===== config.mk =====
export PLATFORM = sky130hd
export DESIGN_NAME = fft_out_serializer_flat
export DESIGN_NICKNAME = d
export VERILOG_FILES = /design/src/rtl/fft_out_serializer_if.sv /design/src/rtl/fft_out_serializer.sv /design/src/flat_wrapper.sv
export SDC_FILE = /design/constraint.sdc
export NUM_CORES = 1
export LEC_CHECK = 0
export ABC_CLOCK_PERIOD_IN_PS = 29700
export BUFFER_PORTS_ARGS = -buffer_cell sky130_fd_sc_hd__clkbuf_2
export CAP_MARGIN = 25
export CORE_MARGIN = 2
export CORE_UTILIZATION = 63
export CTS_CLUSTER_SIZE = 10
export DETAILED_ROUTE_END_ITERATION = 16
export PLACE_DENSITY_LB_ADDON = 0.12
export SLEW_MARGIN = 15
export SYNTH_ARGS = -nofsm -noshare
export SYNTH_HDL_FRONTEND = slang
export SYNTH_SLANG_ARGS = --single-unit

===== constraint.sdc =====
create_clock -name clk -period 29.7 [get_ports clk]
set_input_delay 0 -clock clk [delete_from_list [all_inputs] [get_ports clk]]
set_output_delay 0 -clock clk [all_outputs]
set_load 0.02 [all_outputs]

===== src/rtl/fft_out_serializer_if.sv =====
// ============================================================================
// Module  : fft_out_serializer_if
// Brief   : Valid/ready sample stream carried out of the FFT frame unloader.
// Revision: 1.0 - initial release
// ============================================================================
`default_nettype none

interface fft_out_serializer_if #(
   parameter int N   = 16,
   parameter int MSB = 16
);
   logic [MSB-1:0]         data_out;
   logic                   out_valid;
   logic                   out_ready;
   logic [$clog2(N)-1:0]   out_index;
   logic                   out_last;

   modport master (
      output data_out,
      output out_valid,
      output out_index,
      output out_last,
      input  out_ready
   );

   modport slave (
      input  data_out,
      input  out_valid,
      input  out_index,
      input  out_last,
      output out_ready
   );
endinterface

`default_nettype wire


===== src/rtl/fft_out_serializer.sv =====
// ============================================================================
// Module  : fft_out_serializer
// Brief   : Captures a parallel FFT frame and streams it out sample by sample,
//           with a one-frame shadow buffer and natural/bit-reversed ordering.
// Revision: 1.0 - initial release
// ============================================================================
`default_nettype none

module fft_out_serializer #(
   parameter int N       = 16,
   parameter int MSB     = 16,
   parameter int BIT_REV = 1
) (
   input  wire logic               clk,
   input  wire logic               rst,
   input  wire logic [N*MSB-1:0]   i_frame_in,
   input  wire logic               i_frame_valid,
   fft_out_serializer_if.master    m_out,
   output logic                    o_busy,
   output logic                    o_shadow_full,
   output logic                    o_overrun
);
   localparam int              c_IW   = $clog2(N);
   localparam logic [c_IW-1:0] c_LAST = c_IW'(N - 1);

   typedef enum logic [0:0] {
      ST_IDLE = 1'b0,
      ST_SEND = 1'b1
   } state_t;

   state_t              r_state;
   state_t              w_state_nxt;
   logic [N*MSB-1:0]    r_a;
   logic [N*MSB-1:0]    w_a_nxt;
   logic [N*MSB-1:0]    r_s;
   logic [N*MSB-1:0]    w_s_nxt;
   logic [c_IW-1:0]     r_cnt;
   logic [c_IW-1:0]     w_cnt_nxt;
   logic                r_shadow_full;
   logic                w_sf_nxt;
   logic                r_overrun;
   logic                w_ovr_nxt;
   logic [c_IW-1:0]     w_rd_idx;
   logic                w_valid;
   logic                w_hs;
   logic                w_eof;

   assign w_valid = (r_state == ST_SEND);
   assign w_hs    = w_valid && m_out.out_ready;
   assign w_eof   = w_hs && (r_cnt == c_LAST);

   generate
      if (BIT_REV != 0) begin : g_rev
         for (genvar b = 0; b < c_IW; b++) begin : g_bit
            assign w_rd_idx[b] = r_cnt[c_IW-1-b];
         end
      end else begin : g_nat
         assign w_rd_idx = r_cnt;
      end
   endgenerate

   always_ff @(posedge clk or posedge rst) begin
      if (rst) begin
         r_state       <= ST_IDLE;
         r_a           <= '0;
         r_s           <= '0;
         r_cnt         <= '0;
         r_shadow_full <= 1'b0;
         r_overrun     <= 1'b0;
      end else begin
         r_state       <= w_state_nxt;
         r_a           <= w_a_nxt;
         r_s           <= w_s_nxt;
         r_cnt         <= w_cnt_nxt;
         r_shadow_full <= w_sf_nxt;
         r_overrun     <= w_ovr_nxt;
      end
   end

   always_comb begin
      w_state_nxt = r_state;
      w_a_nxt     = r_a;
      w_s_nxt     = r_s;
      w_cnt_nxt   = r_cnt;
      w_sf_nxt    = r_shadow_full;
      w_ovr_nxt   = r_overrun;
      case (r_state)
         ST_IDLE: begin
            if (i_frame_valid) begin
               w_a_nxt     = i_frame_in;
               w_cnt_nxt   = '0;
               w_state_nxt = ST_SEND;
            end
         end
         ST_SEND: begin
            if (w_eof) begin
               // Shadow frame outranks a same-cycle arrival, which then refills the shadow.
               w_cnt_nxt = '0;
               if (r_shadow_full) begin
                  w_a_nxt = r_s;
                  if (i_frame_valid) begin
                     w_s_nxt = i_frame_in;
                  end else begin
                     w_sf_nxt = 1'b0;
                  end
               end else if (i_frame_valid) begin
                  w_a_nxt = i_frame_in;
               end else begin
                  w_state_nxt = ST_IDLE;
               end
            end else begin
               if (w_hs) begin
                  w_cnt_nxt = r_cnt + c_IW'(1);
               end
               if (i_frame_valid) begin
                  if (!r_shadow_full) begin
                     w_s_nxt  = i_frame_in;
                     w_sf_nxt = 1'b1;
                  end else begin
                     w_ovr_nxt = 1'b1;
                  end
               end
            end
         end
         default: begin
            w_state_nxt = ST_IDLE;
         end
      endcase
   end

   assign m_out.out_valid = w_valid;
   assign m_out.out_index = r_cnt;
   assign m_out.out_last  = w_valid && (r_cnt == c_LAST);
   assign m_out.data_out  = r_a[int'(w_rd_idx)*MSB +: MSB];
   assign o_busy          = w_valid;
   assign o_shadow_full   = r_shadow_full;
   assign o_overrun       = r_overrun;

endmodule

`default_nettype wire


===== src/flat_wrapper.sv =====
// flat-port wrapper written by rule: the top's interface ports become plain ports
module fft_out_serializer_flat 
#(
   parameter int N       = 16,
   parameter int MSB     = 16,
   parameter int BIT_REV = 1
)
  (clk, rst, i_frame_in, i_frame_valid, o_busy, o_shadow_full, o_overrun, m_out_data_out, m_out_out_valid, m_out_out_index, m_out_out_last, m_out_out_ready);
  fft_out_serializer_if #(.N(N), .MSB(MSB)) m_out_i ();
  input  wire logic clk;
  input  wire logic rst;
  input  wire logic [N*MSB-1:0] i_frame_in;
  input  wire logic i_frame_valid;
  output logic o_busy;
  output logic o_shadow_full;
  output logic o_overrun;
  output wire logic [$bits(m_out_i.data_out)-1:0] m_out_data_out;
  output wire logic [$bits(m_out_i.out_valid)-1:0] m_out_out_valid;
  output wire logic [$bits(m_out_i.out_index)-1:0] m_out_out_index;
  output wire logic [$bits(m_out_i.out_last)-1:0] m_out_out_last;
  input wire logic [$bits(m_out_i.out_ready)-1:0] m_out_out_ready;
  assign m_out_data_out = m_out_i.data_out;
  assign m_out_out_valid = m_out_i.out_valid;
  assign m_out_out_index = m_out_i.out_index;
  assign m_out_out_last = m_out_i.out_last;
  assign m_out_i.out_ready = m_out_out_ready;
  fft_out_serializer #(.N(N), .MSB(MSB), .BIT_REV(BIT_REV)) u_core (.clk(clk), .rst(rst), .i_frame_in(i_frame_in), .i_frame_valid(i_frame_valid), .m_out(m_out_i), .o_busy(o_busy), .o_shadow_full(o_shadow_full), .o_overrun(o_overrun));
endmodule

==> results.md, run 1 <==
* # clock sinks at 519
* Synth Warn # at 0
* Die area at 37,600 um^2
* CTS clk-pin slew, worst paths at 0.06 ns
* Syn Nets at 2,190
* Syn avg cell area at 11.8 um^2
* Worst-Margin Slew at 1.14 ns
* Rows at 69
* CTS tree: built
* Setup TNS at 0 ns
* Top cell type by total area after synthesis: dfrtp_1
* Nets at 2,648
* R2R setup slack at 24.99 ns
* Seq/Total Area, Yosys at 57.2%
* Worst setup EP type: register
* Req. time, crit path at 30.19 ns
* Initial antenna violation count at 4
* Main area contributors after synthesis: dfrtp_1 57%, mux2_1 12%, o22ai_1 7.1%
* Crit-path max FO at 75
* Global Route Usage Sum at 35.4%
* Worst EP arrival at 5.20 ns
* Post-detail-place hpwl at 39,900 um
* Max Clk Rate at 212 MHz
* Tmin final at 4.71 ns
* IO Count at 285
* Distinct cell type count after synthesis at 33
* Vias per cell at 6.38
* First-pass GRT wire length at 104,000 um
* Postcts setup bufs at 0
* Area grow syn2layout at 24.7%
* Power Density at 101 nW/um^2
* Leakage at 12.7 nW
* Share of the synthesized area in the top cell type at 57.2%
* Final Routed Wirelength at 66,900 um
* # setup viols final at 0
* Relative slew slack at 23.9%
* Most frequent cell after synthesis: dfrtp_1
* Cell Area, Synth at 22,700 um^2
* Critical path class: reg2reg
* Die X at 194 um
* Initial Util at 63.8%
* Port buffer count at 284
* FF-to-FF End: u_core.r_s[237]$_DFFE_PP0P_
* Top post-synthesis cells by count: 519 x dfrtp_1, 260 x a21oi_1, 258 x nor2_1
* Vias in the first global route at 18,700
* Routability cong. at 0.920
* Total clock buffers created by CTS at 58
* Worst hold path class: in2async
* Cells after Synth at 1,929
* Reg-to-reg critical path startpoint: u_core.m_out.out_index[0]$_DFFE_PP0P_
* Share of layout cells above drive strength 1 at 18.0%
* Largest net degree at the start of global routing at 189
* Worst Skew at 0.0203 ns
* Via Count at 18,300
* FF-to-FF path depth at 8
* Critical Path Start Type: register
* CTS root buf: clkbuf_16
* Number of max-cap violations at 0
* Total grt overflow at 0
* Final Core Density at 79.6%
* Register bit total from synthesis at 519
* WL per Instance at 23.4 um
* CORE AREA at 35,600 um^2
* Period utilisation layout at 15.9%
* Final Slew Violations at 0
* Final Hold Fails at 0
* Max VDD drop at 65.3 uV
* Ys async rst share at 100%
* H-tree depth at 2
* CTS max path bufs at 3
* Status: complete, no violations
* Synth Flop Type: dfrtp_1
* Number of synthesized flops with an enable pin at 0
* Drt pass-1 iters at 5
* Clk_lat worst skew at 0.61 ns
* RSZ-0062 raised after global routing: no
* DIE HEIGHT at 194 um
* Number of remaining DRC errors at 0
* Final ANT Viol Nets at 0
* Initial DRC count at 1,811
-- area by class of cell --
cell class	instances	area, um^2
Sequential cell	519	13000
Timing Repair Buffer	571	4290
Clock buffer	67	1520
Antenna cell	3	7.51
Tap cell	461	577
Fill cell	2127	7260
Inverter	3	18.8
Clock inverter	3	33.8
Multi-Input combinational cell	1234	8870
-- worst max path at each step --
stage / start / slack [ns] / to
after global routing: u_core.m_out.out_index[0]$_DFFE_PP0P_ / 24.72 / u_core.r_s[238]$_DFFE_PP0P_
after detailed placement: u_core.m_out.out_index[0]$_DFFE_PP0P_ / 24.74 / u_core.r_s[241]$_DFFE_PP0P_
after global placement: u_core.m_out.out_index[0]$_DFFE_PP0P_ / 24.87 / u_core.r_s[234]$_DFFE_PP0P_
after CTS: u_core.m_out.out_index[0]$_DFFE_PP0P_ / 24.72 / u_core.r_s[241]$_DFFE_PP0P_
after floorplan: rst / 15.20 / u_core.m_out.out_index[0]$_DFFE_PP0P_
final: u_core.m_out.out_index[0]$_DFFE_PP0P_ / 24.99 / u_core.r_s[237]$_DFFE_PP0P_
-- through the flow --
step / std cells / power (mW) / hold WS, ns / worst slack, ns / instance area, um^2
floorplan: 1929 / 1.87 / 0.115 / 15.20 / 22700
global placement: 2523 / 2.13 / 0.214 / 24.87 / 24100
detailed placement: 2523 / 2.18 / 0.212 / 24.74 / 24100
CTS: 2852 / 2.84 / 0.136 / 24.72 / 28200
global route: 2860 / 3.01 / 0.169 / 24.72 / 28300
finish: 2861 / 2.87 / 0.0692 / 24.99 / 28300
-- repair_timing --
item,in CTS,in global routing
gates resized for setup,0,0
hold endpoints to repair,636,0
hold buffers,259,0
-- where the power goes --
group / switching [mW] / leakage [nW] / internal [mW]
Combinational: 0.505 / 5.60 / 0.458
Sequential: 0.227 / 6.35 / 1.06
Clock: 0.271 / 0.761 / 0.354
-- state kept, by name, indices dropped and copies added, names as in the netlist --
register and cells:
u_core.o_shadow_full 1, u_core.o_overrun 1, u_core.r_s 256, u_core.r_a 256
u_core.m_out.out_index 4, u_core.m_out.out_valid 1
-- placed cells by master (no fill, tap or decap), types with 19 or more instances in the layout --
cell / synthesis / layout
dlygate4sd3_1: 0 / 259
buf_4: 20 / 22
o22ai_1: 256 / 256
mux4_2: 32 / 32
a21oi_1: 260 / 259
clkbuf_16: 0 / 59
nor2_1: 258 / 258
dfrtp_1: 519 / 518
clkbuf_2: 0 / 284
o21ai_0: 20 / 20
mux2_1: 240 / 240
nand2_1: 22 / 19
mux2i_1: 64 / 64
-- metal layers --
metal | GRT usage [%] | routed length, um | vias to the layer above
met5 | 0 | 13 | -
met4 | 14.6 | 2620 | 2
met3 | 6.96 | 5340 | 155
met2 | 54.7 | 31600 | 851
met1 | 49.8 | 27300 | 9252
li1 | - | - | 7998
-- logic make-up (layout without fill, tap and decap cells) --
kind of cell | Yosys count | count (layout) | synth area share [%]
simple gates | 289 | 289 | 4.93
xor+xnor | 1 | 1 | 0.0386
compound gates | 591 | 591 | 15.1
mux | 352 | 352 | 18.7
flops | 519 | 519 | 57.2
other cells | 0 | 3 | 0
fa+ha+maj | 1 | 1 | 0.0551
buf+inv | 176 | 644 | 3.95
-- critical path: stages (launching register included) --
cell	delay [ns]
dfrtp_1	0.68
buf_8	0.25
ha_1	0.27
nand4_4	0.20
xor2_1	0.24
nand3_4	0.60
buf_4	0.89
buf_4	0.94
mux2_2	0.42
Note: power is estimated with default switching activity, not from simulation.
==> run 2, diff against run 1 <==
ABC_CLOCK_PERIOD_IN_PS = 4100   (was 29700)
CORE_UTILIZATION = 53   (was 63)
clock period = 4.1 ns   (was 29.7 ns; I/O delays follow)
==> results.md, run 2 (synthesized netlist as in run 1, its figures left out) <==
* Reg-to-reg critical path startpoint: u_core.m_out.out_index[0]$_DFFE_PP0P_
* Worst setup EP type: output pin
* H-tree depth at 2 (unchanged)
* Vias in the first global route at 18,000 (-3.8%)
* Initial DRC count at 1,416 (-22%)
* Critical Path Max Stage Delay at 0.63 ns (-0.31 ns)
* Via Count at 17,800 (-2.5%)
* Comb power frac at 34.0% (+0.5 points)
* Flop pwr share at 44.1% (-0.6 points)
* Period utilisation layout at 79.5%
* Post-detail-place hpwl at 41,700 um (+4.4%)
* Commonest non-fill, non-tap cells in the layout: 517 x dfrtp_1, 284 x clkbuf_2, 260 x dlygate4sd3_1
* Die area at 44,500 um^2 (+18%)
* Global Route Usage Sum at 30.7% (-4.7 points)
* CTS clk-pin slew, worst paths at 0.06 ns (about the same)
* Number of remaining DRC errors at 0 (unchanged)
* Initial Util at 53.9% (-9.9 points)
* Routability cong. at 0.911 (-0.95%)
* Vias per cell at 6.05 (-5.3%)
* Final Slew Violations at 0 (unchanged)
* Worst-Margin Slew at 0.981 ns (-0.161 ns)
* RSZ-0062 raised after global routing: no
* Number of max-cap violations at 0 (unchanged)
* WL per Instance at 23.0 um (-1.7%)
* Total clock buffers created by CTS at 58 (unchanged)
* IO Count at 285 (unchanged)
* Die X at 211 um (+8.8%)
* # clock sinks at 519 (unchanged)
* P_sw at 7.13 mW (+610%)
* CTS root buf: clkbuf_16
* DIE HEIGHT at 211 um (+8.8%)
* Worst Skew at 0.0210 ns (+0.000669 ns)
* Area grow syn2layout at 25.7%
* Sw frac at 34.4% (-0.48 points)
* Power share of the clock group at 21.8% (about the same)
* Hold path start: i_frame_in[48]
* R2R setup slack at 1.16 ns (-23.83 ns)
* Final Routed Wirelength at 67,600 um (+1.2%)
* Nets at 2,654 (+0.23%)
* Pint at 13.6 mW (+630%)
* Max Clk Rate at 307 MHz
* Port buffer count at 284 (unchanged)
* Slowest cell on the critical path: mux4_2
* Hold path depth at 3
* # setup viols final at 0 (unchanged)
* WHS Endpoint: u_core.r_s[48]$_DFFE_PP0P_
* Rows at 75 (+8.7%)
* Clk_lat worst skew at 0.61 ns (about the same)
* First-pass GRT wire length at 105,000 um (+0.76%)
* CTS tree: built
* Worst hold path class: in2reg
* Tmin final at 3.26 ns
* Share of layout cells above drive strength 1 at 18.2% (+0.21 points)
* Worst EP arrival at 3.26 ns (-1.94 ns)
* Dpl cell area at 24,400 um^2 (+1.4%)
* Final ANT Viol Nets at 0 (unchanged)
* Drt pass-1 iters at 5 (unchanged)
* Leakage at 12.8 nW (+0.39%)
* Critical path class: reg2out
* Status: complete, no violations
* FF-to-FF End: u_core.r_s[96]$_DFFE_PP0P_
* Design Area, Final at 28,600 um^2 (+0.87%)
* CORE AREA at 42,100 um^2 (+18%)
* Initial antenna violation count at 4 (unchanged)
* Crit-path cells: buf_12 > mux4_2 > o211ai_1 > nand2_1 > clkbuf_2
* Power Density at 725 nW/um^2 (+610%)
* Final Hold Fails at 0 (unchanged)
* Total grt overflow at 0 (unchanged)
* Req. time, crit path at 4.10 ns (-26.09 ns)
* Relative slew slack at 34.6% (+11 points)
* Critical Path Start Type: register
* Largest net degree at the start of global routing at 198 (+4.8%)
* CTS max path bufs at 3 (unchanged)
* Max VDD drop at 343 uV (+430%)
* Commonest non-fill, non-tap cell in the layout: dfrtp_1
* Crit-path max FO at 100 (+33%)
* FF-to-FF path depth at 6 (-2)
* Final Core Density at 67.8% (-12 points)
==> run 2: per-stage QoR <==
stage	hold slack [ns]	std cells	power (mW)	worst slack, ns	TNS, ns
CTS	0.135	2940	20.6	0.962	0
detailed placement	-0.0286	2611	15.9	1.21	0
global route	0.161	2944	21.8	0.806	0
global placement	-0.0306	2609	15.6	1.28	0
finish	0.153	2944	20.7	0.839	0
floorplan	0.115	1929	13.6	-2.95	-1531.17
==> run 2: routing by layer <==
| metal | part of all wire, % | routed length [um] | track usage, % | vias up |
|---|---|---|---|---|
| met3 | 5.4 | 3640 | 5.20 | 105 |
| met5 | 0.019 | 13 | 0 | - |
| met1 | 46 | 30800 | 45.2 | 9129 |
| met4 | 2.5 | 1670 | 8.62 | 2 |
| li1 | - | - | - | 8020 |
| met2 | 47 | 31500 | 47.4 | 545 |
==> run 2: repair_timing <==
item                                   in CTS  in global routing
buffers inserted                            0                  0
endpoints found under the hold margin     816                  0
hold buffers                              260                  0
resized for setup                           0                  0
==> run 2: how the worst max path moves through the flow <==
| stage | depth (start not counted) | startpoint | end |
|---|---|---|---|
| floorplan | 1 | rst | u_core.m_out.out_index[0]$_DFFE_PP0P_ |
| global placement | 6 | u_core.m_out.out_index[0]$_DFFE_PP0P_ | u_core.r_s[107]$_DFFE_PP0P_ |
| detailed placement | 6 | u_core.m_out.out_index[0]$_DFFE_PP0P_ | u_core.r_s[106]$_DFFE_PP0P_ |
| CTS | 6 | u_core.m_out.out_index[2]$_DFFE_PP0P_ | m_out_data_out[7] |
| global route | 5 | u_core.m_out.out_index[3]$_DFFE_PP0P_ | m_out_data_out[7] |
| finish | 5 | u_core.m_out.out_index[3]$_DFFE_PP0P_ | m_out_data_out[7] |
==> run 2: cell type report <==
class	count	area (um^2)
antenna	3	7.51
clock buffer	67	1530
clock inverter	2	13.8
fill	3149	13600
inverter	3	15.0
multi-input combinational	1234	8870
sequential	519	13000
tap	539	674
timing repair buffer	577	4450
==> run 2: power by group through the flow <==
stage	Sequential, mW	Clock, mW	Combinational [mW]
after floorplan	8.67	0	4.91
after global placement	9.01	0	6.56
after detailed placement	9.12	0	6.75
after CTS	9.06	4.59	7.00
after global routing	9.39	4.80	7.66
final	9.13	4.52	7.04
==> run 2: critical path, delay by kind of cell, from the launching register on <==
kind            cells  cell delay, ns
buf+inv             2            0.79
flops               1            0.44
mux                 1            0.63
simple gates        1            0.16
compound gates      1            0.54
==> run 3, diff against run 2 <==
ABC_CLOCK_PERIOD_IN_PS = 2900   (was 4100)
clock period = 2.9 ns   (was 4.1 ns; I/O delays follow)
==> results.md, run 3 (synthesized netlist as in run 1, its figures left out) <==
* Final WS setup at 0.00611 ns (-0.833 ns)
* Total grt overflow at 0 (unchanged)
* Commonest non-fill, non-tap cell in the layout: dfrtp_1
* Final Routed Wirelength at 69,800 um (+3.2%)
* CTS max path bufs at 3 (unchanged)
* Status: complete, no violations
* Total clock buffers created by CTS at 58 (unchanged)
* Critical Path Max Stage Delay at 0.66 ns (+0.03 ns)
* Number of remaining DRC errors at 0 (unchanged)
* Worst EP arrival at 2.89 ns (-0.37 ns)
* RSZ-0062 raised after global routing: yes
* Drt pass-1 iters at 5 (unchanged)
* Period utilisation layout at 99.8%
* Via Count at 17,900 (+0.28%)
* # setup viols final at 0 (unchanged)
* Comb power frac at 34.9% (+0.9 points)
* Die X at 211 um (unchanged)
* IO Count at 285 (unchanged)
* Largest net degree at the start of global routing at 172 (-13%)
* Global Route Usage Sum at 31.6% (+0.93 points)
* Number of max-cap violations at 0 (unchanged)
* Rows at 75 (unchanged)
* Pint at 19.3 mW (+42%)
* P_sw at 10.6 mW (+49%)
* Critical path class: reg2out
* Crit-path cells: buf_4 > mux2i_1 > a22oi_1 > o211ai_1 > nand2_1 > clkbuf_2
* Leakage at 12.8 nW (+0.20%)
* CTS clk-pin slew, worst paths at 0.06 ns (about the same)
* Vias per cell at 6.06 (+0.25%)
* Nets at 2,657 (+0.11%)
* # clock sinks at 519 (unchanged)
* Relative slew slack at 34.8% (+0.22 points)
* CORE AREA at 42,100 um^2 (unchanged)
* Critical Path Start Type: register
* Flop pwr share at 43.4% (-0.7 points)
* DIE HEIGHT at 211 um (unchanged)
* Final Slew Violations at 0 (unchanged)
* Power share of the clock group at 21.7% (about the same)
* Worst setup EP type: output pin
* Max Clk Rate at 346 MHz
* Initial DRC count at 1,805 (+27%)
* WHS at 0.155 ns (+0.00188 ns)
* Max VDD drop at 606 uV (+77%)
* Crit-path max FO at 28 (-72%)
* Area grow syn2layout at 26.0%
* Vias in the first global route at 18,100 (+0.18%)
* H-tree depth at 2 (unchanged)
* First-pass GRT wire length at 107,000 um (+2.2%)
* Initial Util at 53.9% (unchanged)
* Tmin final at 2.89 ns
* Worst-Margin Slew at 0.977 ns (-0.00330 ns)
* Worst hold path class: in2reg
* Initial antenna violation count at 2 (-2)
* Final Hold Fails at 0 (unchanged)
* Final Core Density at 67.9% (+0.14 points)
* Cell family with most CP delay: buffers and inverters
* CTS tree: built
* Routability cong. at 0.925 (+1.5%)
* CP bufs+invs at 2 (unchanged)
* Filler Cells Inserted at 3,091 (-1.8%)
* Pre-CTS WS at 0.559 ns (-0.650 ns)
* Antenna cells at 0 (-3)
* WL per Instance at 23.7 um (+3.1%)
* Sw frac at 35.5% (+1.0 points)
* Post-detail-place hpwl at 44,900 um (+7.6%)
* Share of layout cells above drive strength 1 at 18.5% (+0.30 points)
* Clk_lat worst skew at 0.62 ns (about the same)
* Req. time, crit path at 2.90 ns (-1.20 ns)
* Worst Skew at 0.0255 ns (+0.00449 ns)
* Commonest non-fill, non-tap cells in the layout: 517 x dfrtp_1, 284 x clkbuf_2, 259 x a21oi_1, 259 x dlygate4sd3_1, 258 x nor2_1
* Slowest cell on the critical path: mux2i_1
* Die area at 44,500 um^2 (unchanged)
* Port buffer count at 284 (unchanged)
* Postcts setup bufs at 0 (unchanged)
* Power Density at 1040 nW/um^2 (+44%)
* Final ANT Viol Nets at 0 (unchanged)
* CTS root buf: clkbuf_16
run 3: layer usage:
| layer | vias to the layer above | wire (um) | track usage (%) |
|---|---|---|---|
| li1 | 8006 | - | - |
| met1 | 9105 | 30200 | 44.8 |
| met2 | 626 | 32800 | 49.1 |
| met3 | 110 | 4360 | 6.33 |
| met4 | 4 | 2360 | 11.1 |
| met5 | - | 27 | 0 |
run 3: layout make-up:
cell class,count,area (um^2),area share [%]
Sequential cell,519,13000,45.4
Multi-Input combinational cell,1234,8890,31.1
Timing Repair Buffer,580,4470,15.6
Clock buffer,67,1510,5.26
Tap cell,539,674,2.36
Clock inverter,3,62.6,0.219
Inverter,3,15.0,0.0525
run 3: path summary, 6_finish.rpt:
path | depth (start not counted) | slack (ns) | endpoint | startpoint
worst max-delay path | 6 | 0.006 | m_out_data_out[2] | u_core.m_out.out_index[3]$_DFFE_PP0P_
worst min-delay path | 3 | 0.16 | u_core.r_s[37]$_DFFE_PP0P_ | i_frame_in[37]
worst max register to register | 5 | 0.47 | u_core.r_s[149]$_DFFE_PP0P_ | u_core.m_out.out_index[2]$_DFFE_PP0P_
worst min register to register | 1 | 0.49 | u_core.r_s[180]$_DFFE_PP0P_ | u_core.r_s[180]$_DFFE_PP0P_
max in group asynchronous | 4 | 1.63 | u_core.r_a[230]$_DFFE_PP0P_ | rst
min in group asynchronous | 4 | 0.34 | u_core.r_s[108]$_DFFE_PP0P_ | rst
run 3: metrics by stage:
step	cell area (um^2)	total power [mW]	setup TNS (ns)	std cells
after floorplan	22700	19.2	-2153.97	1929
after global placement	24400	22.6	0	2615
after detailed placement	24400	22.9	0	2615
after CTS	28600	29.8	0	2944
after global routing	28600	31.4	-0.0187	2945
final	28600	29.9	0	2945
run 3: power by group through the flow:
stage               clock, mW  combinational [mW]  sequential (mW)
floorplan                   0                6.94             12.3
global placement            0                9.82             12.8
detailed placement          0                9.99             12.9
CTS                      6.55                10.4             12.9
global route             6.88                11.2             13.3
finish                   6.47                10.4             13.0
run 3: timing repair:
| action | CTS | global route |
|---|---|---|
| gates resized for setup | 3 | 3 |
| setup endpoints to repair | 3 | 4 |
| hold buffers | 259 | 0 |
| endpoints found under the hold margin | 805 | 0 |
run 3: worst reg2reg max path: cells and delay by family (launching register included):
kind	cells	cell delay (ns)
muxes	1	0.43
buffers and inverters	1	0.42
DFF	1	0.62
and+or+nand+nor	2	0.51
xor gates and xnor gates	1	0.29
